--- src/rtl/fetch_pkg.sv ---
// Shared constants and types for the instruction-fetch front end.
// Widths here are the defaults; fetch_queue re-derives its entry layout from its own parameters.
package fetch_pkg;

    localparam int ADDR_W_DEF  = 32;
    localparam int INSTR_W_DEF = 32;
    localparam int PC_STEP     = 4;

    typedef struct packed {
        logic [INSTR_W_DEF-1:0] instr;
        logic [ADDR_W_DEF-1:0]  pcplus4;
    } fetch_entry_t;

    // Queue occupancy / credit counters need to hold the value DEPTH itself.
    function automatic int count_width(input int depth);
        return $clog2(depth + 1);
    endfunction

endpackage

--- src/rtl/sync_fifo.sv ---
// Single-clock FIFO with synchronous clear; DEPTH must be a power of two so the
// read/write pointers wrap naturally.
module sync_fifo
    import fetch_pkg::*;
#(
    parameter int WIDTH = 64,
    parameter int DEPTH = 4
) (
    input  logic                           clk_i,
    input  logic                           reset_i,
    input  logic                           push,
    input  logic [WIDTH-1:0]               push_data,
    input  logic                           pop,
    input  logic                           clear,
    output logic [count_width(DEPTH)-1:0]  count,
    output logic [WIDTH-1:0]               head,
    output logic                           empty
);

    localparam int PTR_W = (DEPTH > 1) ? $clog2(DEPTH) : 1;
    localparam int CNT_W = count_width(DEPTH);

    logic [WIDTH-1:0] mem [DEPTH];
    logic [PTR_W-1:0] wr_ptr;
    logic [PTR_W-1:0] rd_ptr;
    logic             full;
    logic             do_push;
    logic             do_pop;

    assign empty   = (count == '0);
    assign full    = (count == CNT_W'(DEPTH));
    assign do_push = push && !full && !clear;
    assign do_pop  = pop && !empty && !clear;
    assign head    = mem[rd_ptr];

    always_ff @(posedge clk_i or posedge reset_i) begin
        if (reset_i) begin
            wr_ptr <= '0;
            rd_ptr <= '0;
            count  <= '0;
        end else if (clear) begin
            wr_ptr <= '0;
            rd_ptr <= '0;
            count  <= '0;
        end else begin
            if (do_push) begin
                wr_ptr <= wr_ptr + PTR_W'(1);
            end
            if (do_pop) begin
                rd_ptr <= rd_ptr + PTR_W'(1);
            end
            case ({do_push, do_pop})
                2'b10:   count <= count + CNT_W'(1);
                2'b01:   count <= count - CNT_W'(1);
                default: count <= count;
            endcase
        end
    end

    // Storage needs no reset: a slot is only ever read after it has been written.
    always_ff @(posedge clk_i) begin
        if (do_push) begin
            mem[wr_ptr] <= push_data;
        end
    end

endmodule

--- src/rtl/fetch_queue.sv ---
// Instruction-fetch front end: owns the PC, issues credit-limited requests to
// instruction memory, buffers responses and hands them to decode.
module fetch_queue
    import fetch_pkg::*;
#(
    parameter int                ADDR_W   = 32,
    parameter int                INSTR_W  = 32,
    parameter int                DEPTH    = 4,
    parameter logic [ADDR_W-1:0] RESET_PC = '0
) (
    input  logic                          clk_i,
    input  logic                          reset_i,
    output logic                          imem_req_o,
    output logic [ADDR_W-1:0]             imem_addr_o,
    input  logic                          imem_ack_i,
    input  logic                          imem_rvalid_i,
    input  logic [INSTR_W-1:0]            imem_rdata_i,
    output logic                          dec_valid_o,
    output logic [INSTR_W-1:0]            dec_instr_o,
    output logic [ADDR_W-1:0]             dec_pcplus4_o,
    input  logic                          dec_ready_i,
    input  logic                          redirect_i,
    input  logic [ADDR_W-1:0]             redirect_pc_i,
    output logic [$clog2(DEPTH+1)-1:0]    count_o
);

    localparam int CNT_W = count_width(DEPTH);

    typedef struct packed {
        logic [INSTR_W-1:0] instr;
        logic [ADDR_W-1:0]  pcplus4;
    } entry_t;

    logic [ADDR_W-1:0] fetch_pc;
    logic [ADDR_W-1:0] resp_pc;
    logic [ADDR_W-1:0] target_pc;
    logic [CNT_W-1:0]  inflight;
    logic [CNT_W-1:0]  inflight_next;
    logic [CNT_W-1:0]  discard;
    logic [CNT_W-1:0]  count;
    logic [CNT_W:0]    credit_used;
    logic              req_fire;
    logic              resp_take;
    logic              fifo_push;
    logic              fifo_pop;
    logic              fifo_empty;
    entry_t            push_entry;
    entry_t            head_entry;

    assign target_pc   = {redirect_pc_i[ADDR_W-1:2], 2'b00};
    assign credit_used = {1'b0, count} + {1'b0, inflight};

    // Queued plus outstanding words never exceed DEPTH, so a response always has a slot.
    assign imem_req_o  = !reset_i && (credit_used < (CNT_W+1)'(DEPTH));
    assign imem_addr_o = fetch_pc;
    assign req_fire    = imem_req_o && imem_ack_i;

    // A response with nothing outstanding is a stray (e.g. from before a reset).
    assign resp_take   = imem_rvalid_i && (inflight != '0);

    assign fifo_push   = resp_take && (discard == '0) && !redirect_i;
    assign fifo_pop    = dec_valid_o && dec_ready_i && !redirect_i;

    assign push_entry.instr   = imem_rdata_i;
    assign push_entry.pcplus4 = resp_pc + ADDR_W'(PC_STEP);

    always_comb begin
        inflight_next = inflight;
        case ({req_fire, resp_take})
            2'b10:   inflight_next = inflight + CNT_W'(1);
            2'b01:   inflight_next = inflight - CNT_W'(1);
            default: inflight_next = inflight;
        endcase
    end

    // A redirect turns every request still outstanding after this cycle into a discard.
    always_ff @(posedge clk_i or posedge reset_i) begin
        if (reset_i) begin
            fetch_pc <= RESET_PC;
            resp_pc  <= RESET_PC;
            inflight <= '0;
            discard  <= '0;
        end else begin
            inflight <= inflight_next;
            if (redirect_i) begin
                fetch_pc <= target_pc;
                resp_pc  <= target_pc;
                discard  <= inflight_next;
            end else begin
                if (req_fire) begin
                    fetch_pc <= fetch_pc + ADDR_W'(PC_STEP);
                end
                if (resp_take) begin
                    if (discard != '0) begin
                        discard <= discard - CNT_W'(1);
                    end else begin
                        resp_pc <= resp_pc + ADDR_W'(PC_STEP);
                    end
                end
            end
        end
    end

    sync_fifo #(
        .WIDTH ($bits(entry_t)),
        .DEPTH (DEPTH)
    ) u_fifo (
        .clk_i     (clk_i),
        .reset_i   (reset_i),
        .push      (fifo_push),
        .push_data (push_entry),
        .pop       (fifo_pop),
        .clear     (redirect_i),
        .count     (count),
        .head      (head_entry),
        .empty     (fifo_empty)
    );

    // Decode sees zeros whenever the queue is empty rather than a stale slot.
    assign dec_valid_o   = !fifo_empty;
    assign dec_instr_o   = dec_valid_o ? head_entry.instr : '0;
    assign dec_pcplus4_o = dec_valid_o ? head_entry.pcplus4 : '0;
    assign count_o       = count;

endmodule

--- config.mk ---
export PLATFORM = sky130hd
export DESIGN_NAME = fetch_queue
export DESIGN_NICKNAME = d
export VERILOG_FILES = /design/src/rtl/fetch_pkg.sv /design/src/rtl/sync_fifo.sv /design/src/rtl/fetch_queue.sv
export SDC_FILE = /design/constraint.sdc
export NUM_CORES = 1
export LEC_CHECK = 0
export BUFFER_PORTS_ARGS = -buffer_cell sky130_fd_sc_hd__buf_2
export CAP_MARGIN = 20
export CORE_MARGIN = 10
export CORE_UTILIZATION = 50
export CTS_BUF_LIST = sky130_fd_sc_hd__clkbuf_4 sky130_fd_sc_hd__clkbuf_8
export CTS_CLUSTER_SIZE = 24
export DETAILED_ROUTE_END_ITERATION = 16
export PLACE_DENSITY = 0.71
export SYNTH_ARGS = -nofsm -noshare
export SYNTH_HDL_FRONTEND = slang
export SYNTH_SLANG_ARGS = --single-unit
--- constraint.sdc ---
create_clock -name clk_i -period 7.4 [get_ports clk_i]
set_input_delay 2.22 -clock clk_i [delete_from_list [all_inputs] [get_ports clk_i]]
set_output_delay 2.22 -clock clk_i [all_outputs]
set_load 0.1 [all_outputs]
==> flow_metrics.env, run 1 <==
export IMPL_timing_slew_headroom_pct=33.3
export IMPL_cts_path_max_buffers=3
export IMPL_port_buffers=164
export IMPL_syn_cell_area_um2=14000
export IMPL_clkTransAtPathRegs_ns=0.06
export IMPL_vias=8002
export IMPL_layout_drive_gt1_share_pct=32.9
export IMPL_gp_congestion=0.836
export IMPL_endpoint_kind="output pin"
export IMPL_avgViaCountPerCell=5.34
export IMPL_fin_tns_setup_ns=0
export IMPL_ys_flop_type="edfxtp_1"
export IMPL_hold_buffers=0
export IMPL_insertion_delay_ns=0.58
export IMPL_num_antenna_cells=0
export IMPL_place_area_um2=15200
export IMPL_nNetsFinal=1161
export IMPL_totalWireLength_um=28900
export IMPL_worstSetupStartpointType="input port"
export IMPL_wire_per_inst_um=19.3
export IMPL_synth_avg_cell_area_um2=15.7
export IMPL_max_slew_worst_pin_slew_ns=1.00
export IMPL_start_util_pct=50.6
export IMPL_cts_inserted_buffers=52
export IMPL_die_area_um2=35200
export IMPL_synth_seq_cells=321
export IMPL_grt_pass1_vias=8545
export IMPL_grt_first_pass_wirelength_um=47000
export IMPL_drv_slew=0
export IMPL_io_pins=171
export IMPL_grt_ovfl_total=0
export IMPL_switching_share_pct=34.5
export IMPL_drt_iter0_markers=427
export IMPL_period_minus_slack_ns=5.75
export IMPL_clock_power_share_pct=30.6
export IMPL_ir_worst_vdd_mv=0.184
export IMPL_first_pass_iters=5
export IMPL_status="completed"
export IMPL_die_w_um=188
export IMPL_comb_power_share_pct=24.7
export IMPL_setup_viol=0
export IMPL_ys_seq_area_share_pct=66.1
export IMPL_hold_violations=0
export IMPL_yosysUniqueCellTypes=55
export IMPL_yosys_warnings=0
export IMPL_die_y_um=188
export IMPL_grt_use_total_pct=16.5
export IMPL_crit_type="input port to output pin"
export IMPL_remaining_drc_errors=0
export IMPL_crit_arrival_ns=3.53
export IMPL_cts_tree="yes"
export IMPL_cts_sinks=321
export IMPL_p_switching_uw=1670
export IMPL_max_freq_mhz=174
export IMPL_synth_edf_count=248
export IMPL_core_um2=27700
export IMPL_skew_ns=0.0220
export IMPL_async_reset_ff_share_pct=22.7
export IMPL_power_leakage_uw=0.00591
export IMPL_post_route_cell_area_um2=16300
export IMPL_root_buffer="clkbuf_8"
export IMPL_rows=61
export IMPL_area_growth_pct=16.1
export IMPL_cts_resized=0
export IMPL_postSynthCellCount=891
export IMPL_rsz0062_at_grt="false"
export IMPL_critPathMaxFanout=4
export IMPL_critical_path_required_ns=5.18
export IMPL_hp_class="register to register"
export IMPL_cts_max_level=2
export IMPL_hpwl_um=19000
export IMPL_power_internal_uw=3180
export IMPL_postRouteAntennaNets=0
export IMPL_pwr_share_seq_pct=44.7
export IMPL_maxCapViolCount=0
export IMPL_power_density_nw_per_um2=298
export IMPL_post_route_period_util_pct=77.6
export IMPL_antenna_found_initial=0
export IMPL_grt_max_degree=66
export IMPL_post_cts_setup_buffer_count=0
-- power groups by stage --
stage,Clock [uW],Combinational [uW],Sequential [uW]
floorplan,0,873,2300
global placement,0,1200,2200
detailed placement,0,1210,2200
CTS,1530,1210,2170
global route,1620,1280,2180
finish,1490,1200,2170
-- final cells by class --
cell class,instances,area [um2]
tap,378,473
multi-input combinational,505,4490
fill,2169,11400
sequential,321,9280
clock buffer,76,927
clock inverter,20,115
inverter,20,75.1
timing repair buffer,178,926
-- cells by family after synthesis --
family	count (synthesis)	share of synthesized area [%]
AO/OA/AOI/OAI	61	2.83
XOR/XNOR	85	5.31
adder cells (fa/ha/maj)	13	1.27
buffers and inverters	68	2.02
flip-flops	321	66.1
multiplexers	88	12.0
other	1	0.0267
AND/OR/NAND/NOR	254	10.5
-- final timing paths --
path,startpoint,end,slack (ns),depth (start not counted)
min,inflight[2],inflight[2],0.53,1
max,reset_i,imem_req_o,1.65,4
max reg2reg,discard[0],u_fifo.mem[1][18],4.27,8
min reg2reg,inflight[2],inflight[2],0.53,1
max in group asynchronous,reset_i,resp_pc[17],4.62,3
min in group asynchronous,reset_i,inflight[2],1.71,2
-- placed cells by master (no fill, tap or decap), types with 14 or more instances in the layout --
cell type,n
clkbuf_4,19
mux2_2,21
nor2_1,34
dfrtp_1,71
buf_4,14
inv_1,18
xor2_1,33
nand4_1,33
xnor2_1,52
and2_1,67
buf_2,164
nand3_1,24
nand2_1,33
mux4_2,62
edfxtp_1,248
a21oi_1,14
clkbuf_8,57
-- metal layers --
layer / global-route usage [%] / part of all wire (%) / routed length, um
met1: 23.0 / 45 / 13100
met2: 25.8 / 46 / 13200
met3: 4.23 / 7.6 / 2210
met4: 3.72 / 1.3 / 387
met5: 0 / 0 / 0
-- through the flow --
step	setup WS (ns)	hold WS (ns)	util, %	power (uW)	cells
detailed placement	1.65	0.519	55.0	3410	1402
CTS	1.65	0.539	58.8	4910	1498
global placement	1.66	0.521	55.0	3400	1401
global route	1.63	0.574	58.8	5080	1498
floorplan	2.01	0.485	-	3170	894
finish	1.65	0.531	58.8	4850	1498
-- sequential cells by signal, summed over array words and instances (netlist names) --
| register | count |
|---|---|
| u_fifo.wr_ptr | 2 |
| inflight | 3 |
| discard | 3 |
| u_fifo.rd_ptr | 2 |
| u_fifo.count | 3 |
| u_fifo.mem | 248 |
| imem_addr_o | 30 |
| resp_pc | 30 |
-- worst max-delay path: stages --
cell,delay [ns]
buf_2,0.11
or4_4,0.58
nor2_8,0.17
buf_2,0.44
-- cell usage after synthesis, types with 4 or more instances --
master    count  area [um2]
buf_2        10        50.1
nand4_1      33         206
xnor2_1      52         455
o31a_1        4        35.0
and2_1       71         444
mux2i_1       5        50.1
nor2_1       34         128
xor2_1       33         289
nand2_1      33         124
inv_1        20        75.1
buf_4         4        30.0
or3_1         6        37.5
a21oi_1      14        70.1
clkbuf_1     32         120
a31oi_1       9        56.3
a21boi_0     10        75.1
mux4_2       62        1400
nand2b_1      9        56.3
o21ai_0      11        55.1
nand3_1      24         120
edfxtp_1    248        7450
ha_1         11         138
dfrtp_1      73        1830
nor3_1        6        30.0
o31ai_1       4        30.0
and3_1       11        68.8
mux2_2       21         236
No activity file was read; power rests on OpenSTA's default activity.
==> run 2: changes to the inputs <==
Settings changed: ABC_AREA set to 1, PLACE_DENSITY 0.71 to 0.74.
Clock period 7.4 ns to 4.7 ns, I/O delays scaled along.
==> run 2 against run 1 <==
- sequential share of layout area fell by 4.6 points
- worst setup slack got worse by 1.1 ns
- combinational power rose by 67%
- die area rose by 5.1%
- non-clock buffer count rose by 5
- via count rose by 42%
- synthesized cell count rose by 72%
- register-to-register slack got worse by 2.2 ns
- clock-buffer cell count fell by 9
- first-iteration DRC count rose by 91%
- area after synthesis rose by 5.7%
- critical endpoint is now dec_instr_o[24]
==> flow_metrics.env, run 2 <==
export IMPL_max_stage_delay_ns=0.66
export IMPL_largest_reg_flops=248
export IMPL_finalNonFillerCells=2129
export IMPL_crit_reg2reg_launch="discard[0]"
export IMPL_core_um2=29000
export IMPL_max_freq_mhz=242
export IMPL_r2r_end="u_fifo.mem[0][41]"
export IMPL_crit_path_start="u_fifo.rd_ptr[0]"
export IMPL_synth_common_cells="331 x nor2_1, 275 x nand2_1, 248 x edfxtp_1"
export IMPL_crit_arrival_ns=2.73
export IMPL_layout_drive_gt1_share_pct=19.2
export IMPL_wire_per_inst_um=17.4
export IMPL_syn_cell_area_um2=14800
export IMPL_synth_top_cell_area_share_pct=50.2
export IMPL_grt_max_degree=79
export IMPL_insertion_delay_ns=0.58
export IMPL_ys_flop_type="edfxtp_1"
export IMPL_area_growth_pct=19.5
export IMPL_avgViaCountPerCell=5.35
export IMPL_rsz0062_at_grt="false"
export IMPL_cpMostUsedCell="nor2_1"
export IMPL_ff2ff_path_depth=10
export IMPL_crit_path_cell_trace="buf_4, nor2_1, nor2_1, o21ai_0, a21oi_2, buf_2"
export IMPL_cts_sinks=321
export IMPL_post_route_cell_area_um2=17700
export IMPL_place_area_um2=16700
export IMPL_die_area_um2=36900
export IMPL_postRouteAntennaNets=0
export IMPL_drt_iter0_markers=814
export IMPL_yosys_warnings=0
export IMPL_cts_max_level=2
export IMPL_regMostFlops="u_fifo.mem"
export IMPL_remaining_drc_errors=0
export IMPL_maxCapViolCount=0
export IMPL_io_pins=171
export IMPL_skew_ns=0.0138
export IMPL_placedCellCount=2033
export IMPL_cts_resized=0
export IMPL_hold_buffers=0
export IMPL_synth_seq_cells=321
export IMPL_postSynthCellCount=1532
export IMPL_ir_worst_vdd_mv=0.439
export IMPL_cts_inserted_buffers=52
export IMPL_place_ws_ns=0.978
export IMPL_totalPowerFinal_uw=7860
export IMPL_die_y_um=192
export IMPL_gp_congestion=0.927
export IMPL_drv_slew=0
export IMPL_rows=62
export IMPL_hp_class="register to register"
export IMPL_fin_ws_ns=0.561
export IMPL_antenna_found_initial=2
export IMPL_grt_pass1_vias=11000
export IMPL_setup_viol=0
export IMPL_netlist_top_cell_by_area="edfxtp_1"
export IMPL_start_util_pct=51.1
export IMPL_die_w_um=192
export IMPL_clkTransAtPathRegs_ns=0.06
export IMPL_hpwl_um=24100
export IMPL_critPathMaxFanout=78
export IMPL_worstSetupStartpointType="register"
export IMPL_async_reset_ff_share_pct=22.7
export IMPL_cts_path_max_buffers=3
export IMPL_post_route_period_util_pct=88.1
export IMPL_root_buffer="clkbuf_8"
export IMPL_power_density_nw_per_um2=443
export IMPL_grt_first_pass_wirelength_um=57400
export IMPL_yosysUniqueCellTypes=43
export IMPL_synth_avg_cell_area_um2=9.68
export IMPL_power_leakage_uw=0.00702
export IMPL_synth_most_common_cell="nor2_1"
export IMPL_grt_ovfl_total=0
export IMPL_cts_tree="yes"
export IMPL_ys_seq_area_share_pct=62.5
export IMPL_synth_edf_count=248
export IMPL_hold_violations=0
export IMPL_layout_common_cells="327 x nor2_1, 275 x nand2_1, 248 x edfxtp_1"
export IMPL_grt_use_total_pct=19.7
export IMPL_status="completed"
export IMPL_totalWireLength_um=37000
export IMPL_r2r_slack_ns=2.07
export IMPL_vias=11400
export IMPL_crit_type="register to output pin"
export IMPL_endpoint_kind="output pin"
export IMPL_worstSetupEndpoint="dec_instr_o[24]"
export IMPL_first_pass_iters=7
export IMPL_max_slew_worst_pin_slew_ns=0.881
export IMPL_post_cts_setup_buffer_count=0
export IMPL_crit_slowest_cell="buf_4"
export IMPL_synth_area_leaders="edfxtp_1 50%, dfrtp_1 12%, nor2_1 8.4%"
export IMPL_period_minus_slack_ns=4.14
export IMPL_port_buffers=164
export IMPL_nNetsFinal=1786
export IMPL_critical_path_required_ns=3.29
export IMPL_final_common_cell="nor2_1"
export IMPL_num_antenna_cells=0
export IMPL_timing_slew_headroom_pct=41.2
[run 2: changes by cell type in the layout (fill, tap and decap cells not counted), moves of 43 or more]
cell and delta:
and2_1 -63, inv_1 +77, mux4_2 -62, nand2_1 +242, nand3_1 +43, nor2_1 +293, o21ai_0 +144, xnor2_1 -47
[run 2: kinds of logic (layout without fill, tap and decap cells)]
| group | after synthesis | count (layout) | synth area share, % |
|---|---|---|---|
| AND/OR/NAND/NOR | 735 | 735 | 20.6 |
| flip-flops | 321 | 321 | 62.5 |
| AO/OA/AOI/OAI | 267 | 267 | 9.53 |
| buffers and inverters | 173 | 383 | 4.76 |
| XOR/XNOR | 22 | 22 | 1.30 |
| adder cells (fa/ha/maj) | 13 | 13 | 1.20 |
| other | 1 | 4 | 0.0253 |
[run 2: worst max-delay path: cells and delay by family, from the launching register on]
kind / cells / cell delay, ns
AND/OR/NAND/NOR: 2 / 0.25
flip-flops: 1 / 0.44
AO/OA/AOI/OAI: 2 / 0.30
buffers and inverters: 2 / 1.10
[run 2: stage by stage]
stage                     hold slack (ns)  setup TNS (ns)  util (%)
final                               0.535               0      61.1
after global placement              0.528               0      57.5
after global routing                0.590               0      61.1
after detailed placement            0.531               0      57.5
after floorplan                     0.487          -59.93         -
after CTS                           0.544               0      61.1
[run 2: report_power, final]
part           switching (uW)  internal, uW  total, uW
Combinational            1530           471       2000
Clock                    1080          1290       2380
Sequential                176          3310       3480
[run 2: how the worst min path moves through the flow]
| stage | from | to | slack, ns | depth (start not counted) |
|---|---|---|---|---|
| 2_1_floorplan | resp_pc[30] | resp_pc[30] | 0.49 | 2 |
| 5_1_grt | inflight[0] | inflight[0] | 0.59 | 1 |
| 3_5_place_dp | resp_pc[30] | resp_pc[30] | 0.53 | 2 |
| 6_report | resp_pc[30] | resp_pc[30] | 0.54 | 2 |
| 4_1_cts | resp_pc[30] | resp_pc[30] | 0.54 | 2 |
| 3_3_place_gp | resp_pc[30] | resp_pc[30] | 0.53 | 2 |
[run 2: routing by layer]
| metal | track usage (%) | vias to the layer above | part of all wire [%] |
|---|---|---|---|
| li1 | - | 5517 | - |
| met3 | 3.94 | 53 | 7.7 |
| met5 | 0 | - | 0 |
| met2 | 32.7 | 440 | 48 |
| met4 | 6.14 | 0 | 1.9 |
| met1 | 25.4 | 5380 | 42 |
[run 2: area by class of cell]
cell class | count | area (um2)
fill | 2350 | 11300
inverter | 104 | 390
clock buffer | 67 | 841
tap | 384 | 480
sequential | 321 | 9280
timing repair buffer | 183 | 1530
multi-input combinational | 1041 | 5000
clock inverter | 29 | 203
==> run 3: changes to the inputs <==
Settings changed: RECOVER_POWER set to 25.
==> run 3 against run 2 <==
- the run now ends with max-capacitance violations, max-slew violations left
- first-iteration DRC count rose by 9.1%
- non-clock buffer count is the same
- maximum frequency fell by 0.24%
- clock-buffer cell count stayed put
==> flow_metrics.env, run 3 (same netlist as run 2, synthesis figures left out) <==
export IMPL_min_to="resp_pc[30]"
export IMPL_skew_ns=0.0137
export IMPL_largest_reg_flops=248
export IMPL_grt_use_total_pct=19.7
export IMPL_comb_power_share_pct=25.4
export IMPL_gp_congestion=0.927
export IMPL_layout_common_cells="327 x nor2_1, 275 x nand2_1, 248 x edfxtp_1"
export IMPL_final_common_cell="nor2_1"
export IMPL_hpwl_um=24100
export IMPL_drt_iter0_markers=888
export IMPL_max_freq_mhz=241
export IMPL_endpoint_kind="output pin"
export IMPL_period_minus_slack_ns=4.15
export IMPL_hold_buffers=0
export IMPL_first_pass_iters=7
export IMPL_die_w_um=192
export IMPL_place_ws_ns=0.978
export IMPL_power_density_nw_per_um2=444
export IMPL_hp_class="register to register"
export IMPL_post_route_period_util_pct=88.3
export IMPL_cts_max_level=2
export IMPL_n_fill_cell=2365
export IMPL_rsz0062_at_grt="false"
export IMPL_avgViaCountPerCell=5.34
export IMPL_r2r_end="u_fifo.mem[0][41]"
export IMPL_pwr_share_seq_pct=44.3
export IMPL_regMostFlops="u_fifo.mem"
export IMPL_wire_per_inst_um=17.3
export IMPL_cts_resized=0
export IMPL_totalWireLength_um=36900
export IMPL_switching_share_pct=35.5
export IMPL_start_util_pct=51.1
export IMPL_worstSetupStartpointType="register"
export IMPL_cts_tree="yes"
export IMPL_io_pins=171
export IMPL_crit_type="register to output pin"
export IMPL_clock_power_share_pct=30.3
export IMPL_nNetsFinal=1786
export IMPL_layout_drive_gt1_share_pct=17.2
export IMPL_timing_slew_headroom_pct=-7.75
export IMPL_cts_path_max_buffers=3
export IMPL_ff2ff_path_depth=10
export IMPL_hold_worst_slack_ns=0.536
export IMPL_area_growth_pct=19.2
export IMPL_die_y_um=192
export IMPL_grt_pass1_vias=11000
export IMPL_ir_worst_vdd_mv=0.437
export IMPL_cts_sinks=321
export IMPL_setup_viol=0
export IMPL_p_switching_uw=2780
export IMPL_vias=11400
export IMPL_holdPathStages=2
export IMPL_clkTransAtPathRegs_ns=0.06
export IMPL_remaining_drc_errors=0
export IMPL_drv_slew=42
export IMPL_num_antenna_cells=0
export IMPL_maxCapViolCount=1
export IMPL_insertion_delay_ns=0.58
export IMPL_core_um2=29000
export IMPL_power_leakage_uw=0.00693
export IMPL_critPathMaxFanout=78
export IMPL_fin_ws_ns=0.551
export IMPL_grt_max_degree=79
export IMPL_port_buffers=164
export IMPL_r2r_slack_ns=2.07
export IMPL_totalPowerFinal_uw=7850
export IMPL_hold_violations=0
export IMPL_place_area_um2=16700
export IMPL_die_area_um2=36900
export IMPL_cts_inserted_buffers=52
export IMPL_postRouteAntennaNets=0
export IMPL_violations="max-capacitance violations, max-slew violations"
export IMPL_power_internal_uw=5060
export IMPL_crit_arrival_ns=2.74
export IMPL_post_cts_setup_buffer_count=0
export IMPL_worstHoldStart="resp_pc[30]"
export IMPL_status="complete, but fails checks"
export IMPL_grt_first_pass_wirelength_um=57400
export IMPL_antenna_found_initial=2
export IMPL_post_route_util_pct=60.9
export IMPL_root_buffer="clkbuf_8"
export IMPL_max_slew_worst_pin_slew_ns=1.61
export IMPL_crit_reg2reg_launch="discard[0]"
export IMPL_rows=62
export IMPL_grt_ovfl_total=0
export IMPL_critical_path_required_ns=3.29
export IMPL_post_route_cell_area_um2=17700
-- run 3: area by class of cell --
class                           count  area [um2]  area share, %
Sequential cell                   321        9280           52.5
Multi-Input combinational cell   1041        4990           28.2
Timing Repair Buffer              183        1490           8.42
Clock buffer                       67         841           4.76
Tap cell                          384         480           2.72
Inverter                          104         390           2.21
Clock inverter                     29         203           1.15
-- run 3: metal layers --
layer / share of wire, % / global-route usage [%]
met1: 42 / 25.4
met5: 0 / 0
met3: 8.0 / 3.94
met4: 2.0 / 6.14
met2: 48 / 32.7
-- run 3: worst max path at each step --
| stage | start | to | slack (ns) |
|---|---|---|---|
| after global placement | reset_i | imem_req_o | 0.96 |
| after CTS | u_fifo.rd_ptr[0] | dec_instr_o[6] | 0.57 |
| final | u_fifo.rd_ptr[0] | dec_instr_o[6] | 0.55 |
| after floorplan | redirect_i | u_fifo.mem[0][10] | -0.22 |
| after detailed placement | reset_i | imem_req_o | 0.98 |
| after global routing | u_fifo.rd_ptr[0] | dec_instr_o[6] | 0.37 |
-- run 3: power groups by stage --
stage	Sequential, uW	Clock [uW]	Combinational (uW)
5_1_grt	3500	2550	2150
2_1_floorplan	3810	0	1190
3_5_place_dp	3530	0	2000
6_report	3480	2370	1990
3_3_place_gp	3530	0	1960
4_1_cts	3480	2420	2010
-- run 3: critical path: stages (launching register included) --
cell	delay, ns
dfrtp_4	0.44
buf_4	0.65
nor2_1	0.11
nor2_1	0.11
o21ai_0	0.09
a21oi_1	0.22
buf_2	0.47
-- run 3: per-stage QoR --
step	setup TNS, ns	instances
6_report	0	2129
5_1_grt	0	2129
4_1_cts	0	2129
3_5_place_dp	0	2033
3_3_place_gp	0	2033
2_1_floorplan	-59.93	1535
